`config.mk`:
```
export PLATFORM = sky130hd
export DESIGN_NAME = aes_serial_seq_ctrl
export DESIGN_NICKNAME = d
export VERILOG_FILES = /design/src/rtl/aes_serial_pkg.sv /design/src/rtl/aes_bit_counter.sv /design/src/rtl/aes_serial_seq_ctrl.sv
export SDC_FILE = /design/constraint.sdc
export NUM_CORES = 1
export LEC_CHECK = 0
export ABC_AREA = 1
export BUFFER_PORTS_ARGS = -buffer_cell sky130_fd_sc_hd__buf_2
export CORE_MARGIN = 4
export CORE_UTILIZATION = 50
export DETAILED_ROUTE_END_ITERATION = 8
export GPL_TIMING_DRIVEN = 0
export PLACE_DENSITY = 0.68
export SLEW_MARGIN = 30
export SYNTH_ARGS = -nofsm -noshare
export SYNTH_HDL_FRONTEND = slang
export SYNTH_HIERARCHICAL = 1
export SYNTH_SLANG_ARGS = --single-unit
```
`constraint.sdc`:
```
create_clock -name in_clk -period 2.5 [get_ports in_clk]
set_input_delay 0.25 -clock in_clk [delete_from_list [all_inputs] [get_ports in_clk]]
set_output_delay 0.25 -clock in_clk [all_outputs]
set_load 0.01 [all_outputs]
```
`src/rtl/aes_serial_pkg.sv`:
```
// Shared types and sizes for the serial AES front end (sequencer and SIPO/PISO datapath).
package aes_serial_pkg;

  localparam int NB_DEF   = 4;
  localparam int NK_DEF   = 8;
  localparam int BLK_BITS = 32 * NB_DEF;
  localparam int KEY_BITS = 32 * NK_DEF;

  typedef enum logic [2:0] {
    IDLE      = 3'd0,
    LOAD_MSG  = 3'd1,
    LOAD_KEY  = 3'd2,
    START     = 3'd3,
    WAIT_CORE = 3'd4,
    UNLOAD    = 3'd5,
    SHIFT_OUT = 3'd6,
    FIN       = 3'd7
  } seq_state_e;

  // Bits needed to hold 0..max_val; never less than one.
  function automatic int cnt_width(input int max_val);
    if (max_val < 1) begin
      return 1;
    end else begin
      return $clog2(max_val + 1);
    end
  endfunction

endpackage

```
`src/rtl/aes_bit_counter.sv`:
```
// Clearable, saturating up-counter with a terminal-count compare.
module aes_bit_counter #(
  parameter int W = 9
) (
  input  logic         clk,
  input  logic         rst,
  input  logic         clr,
  input  logic         inc,
  input  logic [W-1:0] tc_val,
  output logic         tc
);

  localparam logic [W-1:0] MAX = '1;

  logic [W-1:0] cnt;

  // Clear wins over increment; the count saturates instead of wrapping.
  always_ff @(posedge clk or posedge rst) begin
    if (rst) begin
      cnt <= '0;
    end else if (clr) begin
      cnt <= '0;
    end else if (inc && (cnt != MAX)) begin
      cnt <= cnt + W'(1);
    end else begin
      cnt <= cnt;
    end
  end

  assign tc = (cnt == tc_val);

endmodule

```
`src/rtl/aes_serial_seq_ctrl.sv`:
```
// Sequencer for the serial AES front end: message load, key load, one core run, result unload.
module aes_serial_seq_ctrl
  import aes_serial_pkg::*;
#(
  parameter int nb      = NB_DEF,
  parameter int nk      = NK_DEF,
  parameter int nr      = 14,
  parameter int TIMEOUT = 64
) (
  input  logic in_clk,
  input  logic rst,
  input  logic en,
  input  logic start,
  input  logic mode,
  input  logic in_valid,
  input  logic core_done,
  input  logic out_ready,
  output logic msg_shift,
  output logic key_shift,
  output logic core_start,
  output logic core_mode,
  output logic piso_load,
  output logic piso_shift,
  output logic out_valid,
  output logic busy,
  output logic done,
  output logic err_timeout
);

  // nr only matters to the core; folded in here so the parameter set stays uniform with it.
  localparam int BLK    = 32 * nb + 0 * nr;
  localparam int KEY    = 32 * nk;
  localparam int BW     = cnt_width(32 * ((nb > nk) ? nb : nk));
  localparam int TW     = cnt_width(TIMEOUT);
  localparam bit TMO_EN = (TIMEOUT != 0);

  localparam logic [BW-1:0] BLK_LAST = BW'(BLK - 1);
  localparam logic [BW-1:0] KEY_LAST = BW'(KEY - 1);
  localparam logic [TW-1:0] TMO_LAST = TW'((TIMEOUT > 0) ? (TIMEOUT - 1) : 0);

  seq_state_e state, state_next;
  logic bit_clr, bit_inc, bit_tc, tmo_clr, tmo_inc, tmo_tc;
  logic mode_load, err_set, err_clr;
  logic [BW-1:0] bit_tc_val;

  assign bit_tc_val = (state == LOAD_KEY) ? KEY_LAST : BLK_LAST;

  aes_bit_counter #(.W(BW)) u_bit_cnt (
    .clk(in_clk), .rst(rst), .clr(bit_clr), .inc(bit_inc), .tc_val(bit_tc_val), .tc(bit_tc)
  );

  aes_bit_counter #(.W(TW)) u_tmo_cnt (
    .clk(in_clk), .rst(rst), .clr(tmo_clr), .inc(tmo_inc), .tc_val(TMO_LAST), .tc(tmo_tc)
  );

  // State register.
  always_ff @(posedge in_clk or posedge rst) begin
    if (rst) begin
      state <= IDLE;
    end else if (en) begin
      state <= state_next;
    end else begin
      state <= state;
    end
  end

  // Next state, counter controls and the Mealy shift strobes; everything idles while en=0.
  always_comb begin
    state_next = state;
    bit_clr    = 1'b0;
    bit_inc    = 1'b0;
    tmo_clr    = 1'b0;
    tmo_inc    = 1'b0;
    mode_load  = 1'b0;
    err_set    = 1'b0;
    err_clr    = 1'b0;
    msg_shift  = 1'b0;
    key_shift  = 1'b0;
    piso_shift = 1'b0;
    if (en) begin
      case (state)
        IDLE: begin
          if (start) begin
            state_next = LOAD_MSG;
            mode_load  = 1'b1;
            err_clr    = 1'b1;
            bit_clr    = 1'b1;
          end else begin
            state_next = IDLE;
          end
        end
        LOAD_MSG, LOAD_KEY: begin
          msg_shift = (state == LOAD_MSG) && in_valid;
          key_shift = (state == LOAD_KEY) && in_valid;
          if (in_valid && bit_tc) begin
            state_next = (state == LOAD_MSG) ? LOAD_KEY : START;
            bit_clr    = 1'b1;
          end else begin
            bit_inc = in_valid;
          end
        end
        START: begin
          state_next = WAIT_CORE;
          tmo_clr    = 1'b1;
        end
        WAIT_CORE: begin
          // A done arriving on the threshold cycle still wins over the timeout.
          if (core_done) begin
            state_next = UNLOAD;
          end else if (TMO_EN && tmo_tc) begin
            state_next = IDLE;
            err_set    = 1'b1;
          end else begin
            tmo_inc = 1'b1;
          end
        end
        UNLOAD: begin
          state_next = SHIFT_OUT;
          bit_clr    = 1'b1;
        end
        SHIFT_OUT: begin
          piso_shift = out_ready;
          if (out_ready && bit_tc) begin
            state_next = FIN;
          end else begin
            bit_inc = out_ready;
          end
        end
        FIN: begin
          state_next = IDLE;
        end
        default: begin
          state_next = IDLE;
        end
      endcase
    end else begin
      state_next = state;
    end
  end

  assign out_valid = piso_shift;

  // Registered status and strobes, decoded from the state being entered.
  always_ff @(posedge in_clk or posedge rst) begin
    if (rst) begin
      busy        <= 1'b0;
      core_start  <= 1'b0;
      piso_load   <= 1'b0;
      done        <= 1'b0;
      core_mode   <= 1'b0;
      err_timeout <= 1'b0;
    end else if (en) begin
      busy        <= (state_next != IDLE);
      core_start  <= (state_next == START);
      piso_load   <= (state_next == UNLOAD);
      done        <= (state_next == FIN);
      core_mode   <= mode_load ? mode : core_mode;
      err_timeout <= err_set ? 1'b1 : (err_clr ? 1'b0 : err_timeout);
    end else begin
      busy        <= busy;
      core_start  <= core_start;
      piso_load   <= piso_load;
      done        <= done;
      core_mode   <= core_mode;
      err_timeout <= err_timeout;
    end
  end

endmodule

```
## Word-level counts from Yosys, hierarchy flattened

Cells that the tools add are included.

- Reduce and logical (&&, ||, !) cells: 14
- Muxes and demuxes: 41
- $add $sub $neg: 2
- Equality and inequality tests: 14

Operators by type and width:

| cell | number |
|---|---|
| two-way mux 1 bit | 28 |
| case mux 3 bit (7 select lines) | 1 |
| equality test 3 bit, second input constant | 6 |
| two-way mux 9 bit | 2 |
| two-way mux 3 bit | 5 |
| two-way mux 7 bit | 2 |
| adder 9 x 1 -> 9 bit, second input constant | 1 |
| equality test 3 x 2 -> 1 bit, second input constant | 3 |
| equality test 9 x 8 -> 1 bit | 1 |
| inequality test 9 bit, second input constant | 1 |
| two-way mux 8 bit | 1 |
| adder 7 x 1 -> 7 bit, second input constant | 1 |
| equality test 7 x 6 -> 1 bit, second input constant | 1 |
| inequality test 7 bit, second input constant | 1 |
| logical AND 1 bit | 6 |
| nonzero test 2 bit | 3 |
| AND reduction 2 bit | 2 |
| equality test 3 x 1 -> 1 bit, second input constant | 1 |
| logical NOT 3 bit | 1 |
| case mux 1 bit (3 select lines) | 1 |
| nonzero test 3 bit | 1 |
| case mux 1 bit (2 select lines) | 1 |
| OR reduction 2 bit | 1 |

- Register bits: 25

## Longest topological paths before layout

- Depth in word-level cells: 10
- Mapped depth: 21

## By module

Netlist, hierarchy kept.

By module, submodules not included:

| module | cells an instance | times used | seq. area each (sq um) | area each (sq um) |
|---|---|---|---|---|
| aes_bit_counter at u_bit_cnt | 108 | 1 | 225.2 | 720.7 |
| aes_serial_seq_ctrl | 105 | 1 | 225.2 | 705.7 |
| aes_bit_counter at u_tmo_cnt | 65 | 1 | 175.2 | 505.5 |

## Worst setup path before layout

OpenSTA, ideal clock, no wires.

- Kind: register to register
- Start: register state[0]
- End: register u_bit_cnt.cnt[1]
- Setup slack: 375 ps
- Clock period less this slack: 2125 ps
- Arrival: 1999 ps
- Cell stages (with the launch flop): 20
- Path buffers: 1
- Data required time: 2374 ps
- Path through: dfrtp_1 > inv_2 > nand2_1 > inv_2 > nand2_1 > inv_1 > inv_1 > nand2_1 > nand2_1 > nor2_1 > nand3_1 > nor2_1 > nand2_1 > nand2_1 > a21oi_1 > nor2_1 > inv_1 > buf_2 > nand3_1 > o21ai_0

- Elaborated cells between the ends (all ways): 20
- Those cells by class: 5 x eq/ne; 9 x mux; 6 x reduce/logical

RTL lines:

| item | line | text |
|---|---|---|
| start: declaration | aes_serial_seq_ctrl.sv:41 | `seq_state_e state, state_next;` |
| start signal: assignment | aes_serial_seq_ctrl.sv:61 | `state <= state_next;` |
| start signal: assignment | aes_serial_seq_ctrl.sv:63 | `state <= state;` |
| equality test 3 x 2 -> 1 bit (*) | aes_serial_seq_ctrl.sv:46 | `assign bit_tc_val = (state == LOAD_KEY) ? KEY_LAST : BLK_LAST;` |
| two-way mux 8 bit (*) | aes_serial_seq_ctrl.sv:46 |  |
| via bit_tc_val[7] | aes_serial_seq_ctrl.sv:44 | `logic [BW-1:0] bit_tc_val;` |
| equality test 9 x 8 -> 1 bit (*) | aes_bit_counter.sv:30 | `assign tc = (cnt == tc_val);` |
| via bit_tc | aes_serial_seq_ctrl.sv:42 | `logic bit_clr, bit_inc, bit_tc, tmo_clr, tmo_inc, tmo_tc;` |
| logical AND 1 bit (*) | aes_serial_seq_ctrl.sv:95 | `if (in_valid && bit_tc) begin` |
| two-way mux 1 bit (*) | aes_serial_seq_ctrl.sv:95 |  |
| case mux 1 bit (3 select lines) (*) | aes_serial_seq_ctrl.sv:81 | `case (state)` |
| two-way mux 1 bit (*) | aes_serial_seq_ctrl.sv:80 | `if (en) begin` |
| via bit_clr | aes_serial_seq_ctrl.sv:42 |  |
| two-way mux 9 bit or nonzero test 2 bit (tied branches) | -- |  |
| end signal: assignment | aes_bit_counter.sv:24 | `cnt <= cnt + W'(1);` |
| end signal: assignment | aes_bit_counter.sv:26 | `cnt <= cnt;` |
| end: declaration | aes_bit_counter.sv:15 | `logic [W-1:0] cnt;` |

The timed path passes the listed nets; every way through them passes the cells marked *.
A chain may end at the register's enable or synchronous reset.

## Worst setup path after layout

- Start: register state[0]
- End: register u_bit_cnt.cnt[5]

- Word-level cells in the longest chain between the ends: 9
- Elaborated cells between the ends (all ways): 20
- Those cells by class: 5 x eq/ne; 9 x mux; 6 x reduce/logical

Ends and longest elaborated chain:

| item | line | text |
|---|---|---|
| equality test 3 x 2 -> 1 bit (*) | aes_serial_seq_ctrl.sv:46 |  |
| two-way mux 8 bit (*) | aes_serial_seq_ctrl.sv:46 |  |
| via bit_tc_val[7] | aes_serial_seq_ctrl.sv:44 |  |
| equality test 9 x 8 -> 1 bit (*) | aes_bit_counter.sv:30 |  |
| via bit_tc | aes_serial_seq_ctrl.sv:42 |  |
| logical AND 1 bit, on equally long branches | aes_serial_seq_ctrl.sv:123, aes_serial_seq_ctrl.sv:95 |  |
| two-way mux 1 bit, on equally long branches | aes_serial_seq_ctrl.sv:123, aes_serial_seq_ctrl.sv:95 |  |
| case mux 1 bit (2 select lines) (*) | aes_serial_seq_ctrl.sv:81 |  |
| two-way mux 1 bit (*) | aes_serial_seq_ctrl.sv:80 |  |
| via bit_inc | aes_serial_seq_ctrl.sv:42 |  |
| logical AND 1 bit (*) | aes_bit_counter.sv:23 | `end else if (inc && (cnt != MAX)) begin` |
| nonzero test 2 bit (no line) (*) | -- |  |

Marked as above.

==> metrics.csv <==
metric,value,unit
worst_ep_required_time,2.69,ns
clkLatencyLatePin,0.27,ns
max_stage_delay,0.43,ns
dieArea,4920,um2
fin_ws,0.252,ns
grt_pass1_vias,1622,
drt_iter0_drc,100,
wl_met3,95,um
finalSetupViolations,0,
cpMostUsedCell,nand2_1,
drv_slew,0,
ys_ff_latch,25,
drt.antenna.violating_nets,0,
cts.htree.levels,1,
syn-cell-area,1930,um2
yosysWarnings,6,
initial_utilization,0.524,
critical_path_class,register to register,
path_clk_slew,0.09,ns
skew,0.00994,ns
synthTopCellsByArea,"dfrtp_1 (32%), nand2_1 (15%), nand3_1 (7.3%), inv_1 (7.2%), nor2_1 (5.1%)",
worstMarginPinSlew,0.497,ns
maxCapViolCount,0,
final_cells,367,
status,"complete, no violations",
crit_chain,inv_2 > nand2_1 > inv_2 > nand2_2 > inv_1 > nand2_1 > nand2_1 > nor2_1 > nand3_1 > nor2_4 > buf_4 > a211oi_2 > nand2_1 > nand2_2 > nand3_1 > nand2_1 > inv_1 > nor2_1,
clkSinkCount,25,
endpoint_kind,register,
antenna_found_initial,0,
ys_seq_area_frac,0.324,
p_leak,1.22,nW
gp_congestion,0.802,
top_layer,met4,
synth.distinct_cells,31,
clockBufferDepth,2,
place_ws,0.0722,ns
dpl-instance-area,2140,um2
drcViolationCount,0,
root_buffer,clkbuf_8,
grt_pass1_wl,7030,um
max_freq,0.445,GHz
cts_tree,done,
vias,1726,
hold_violations,0,
placed_cells,360,
tns,0,ns
area_growth,15.0,%
power_density,717,nW/um2
gr-total-overflow,0,
nets,331,
synth_top_cell_by_area,dfrtp_1,
rows,22,
dr.pass1.iters,4,
final_cell_area,2220,um2
grt_max_degree,14,
port_buffers,16,
viasPerCell,4.70,
cp.arrival,2.44,ns
max-slew-margin-rel,0.667,
irDropWorstVdd,0.000469,V
slowest_stage,dfrtp_2,
drt-met1-wl,1840,um
min_path_type,input pin to register,
drive_gt1_frac,0.216,
yosysTopAreaCellShare,0.324,
min_period,2.25,ns
die_h,70.2,um
cts_buffers,3,
post-dp-hpwl,3070,um
hold_slack,0.215,ns
io_pins,18,
wire_per_inst,10.6,um
worstSetupStartpointType,register,
finalCritPeriodShare,0.899,
syn_avg_cell_area,6.95,um2
wl_met2,1920,um
antenna_cells,0,
die_w,70.2,um
crit_fanout,6,
syn_inst,278,
coreArea,3690,um2
grt_use_total,0.173,
routed_wl,3880,um
-- state kept, by name, summed over array words and instances (netlist names) --
name / cells
busy: 1
piso_load: 1
err_timeout: 1
done: 1
u_bit_cnt/cnt: 9
core_mode: 1
u_tmo_cnt/cnt: 7
core_start: 1
state: 3
-- metrics by stage --
step | power (mW) | util
finish | 1.59 | 0.602
global route | 1.75 | 0.602
detailed placement | 1.34 | 0.580
global placement | 1.33 | 0.580
floorplan | 1.18 | -
CTS | 1.59 | 0.595
-- metal layers --
layer	vias to the layer above	GRT usage
met1	784	0.228
met5	-	0
met2	15	0.293
li1	925	-
met3	2	0.0302
met4	0	0.0404
-- worst max-delay path: cells and delay by family (launching register included) --
family / cells / cell delay [ns]
simple gates: 12 / 1.04
buf+inv: 5 / 0.45
flops: 1 / 0.43
compound gates: 1 / 0.26
-- timing repair --
action / in CTS / in global routing
hold buffers: 1 / 0
hold endpoints to repair: 25 / 0
endpoints found under the setup margin: 0 / 13
setup buffers: 0 / 2
resized for setup: 0 / 5
-- layout by cell type (no fill, tap or decap), drive strengths merged, types with 2 or more instances in the layout --
| cell type | synthesis | layout |
|---|---|---|
| nand3 | 34 | 34 |
| nor2 | 39 | 39 |
| conb | 2 | 20 |
| ha | 3 | 3 |
| a21oi | 7 | 7 |
| o21ai | 6 | 6 |
| dfrtp | 25 | 25 |
| inv | 45 | 45 |
| nand2 | 86 | 86 |
| xnor2 | 10 | 10 |
| nor3 | 2 | 2 |
| clkbuf | 0 | 4 |
| buf | 6 | 24 |
| nand4 | 8 | 8 |
-- kinds of logic after synthesis --
family | after synthesis | synth area share
fa+ha+maj | 3 | 0.0194
mux | 1 | 0.00777
xor+xnor | 11 | 0.0499
other cells | 2 | 0.00389
simple gates | 170 | 0.435
buf+inv | 51 | 0.115
flops | 25 | 0.324
compound gates | 15 | 0.0460
-- final cells by class --
class	count	area, um2
fill	393	1470
multi-input combinational	220	1160
sequential	25	628
inverter	45	174
timing repair buffer	19	105
tap	48	60.1
buffer	6	47.5
clock buffer	4	45.0
-- synthesized netlist by cell type --
cell      instances
o21ai_0           3
nand4_1           8
inv_2             6
nor2_4            4
o21bai_1          1
buf_2             2
mux2_4            1
nand3_4           1
nor3_1            2
buf_6             2
nand2_4           2
and3_1            1
a211oi_2          1
o21ai_2           1
nand2_2           6
nand3_2           5
nor2_2            8
nand2_1          78
xnor2_1          10
nand3_1          28
o21ai_1           2
a21oi_1           7
inv_1            37
inv_4             2
xor2_1            1
dfrtp_1          25
buf_4             2
conb_1            2
nor2_8            1
ha_1              3
nor2_1           26
-- power by group --
part	leakage, nW	internal [mW]	total, mW	switching [mW]
Combinational	0.869	0.280	0.764	0.484
Clock	0.0228	0.114	0.240	0.126
Sequential	0.332	0.496	0.590	0.0945
-- worst paths after layout --
kind | start | end | slack (ns) | depth (start not counted)
max | state[0] | u_bit_cnt/cnt[5] | 0.25 | 18
min | mode | core_mode | 0.22 | 2
max reg2reg | state[0] | u_bit_cnt/cnt[5] | 0.25 | 18
min reg2reg | core_start | core_start | 0.48 | 2
max in group asynchronous | rst | u_bit_cnt/cnt[3] | 1.72 | 3
min in group asynchronous | rst | u_tmo_cnt/cnt[5] | 0.49 | 3
Power figures use the tool's default switching activity.
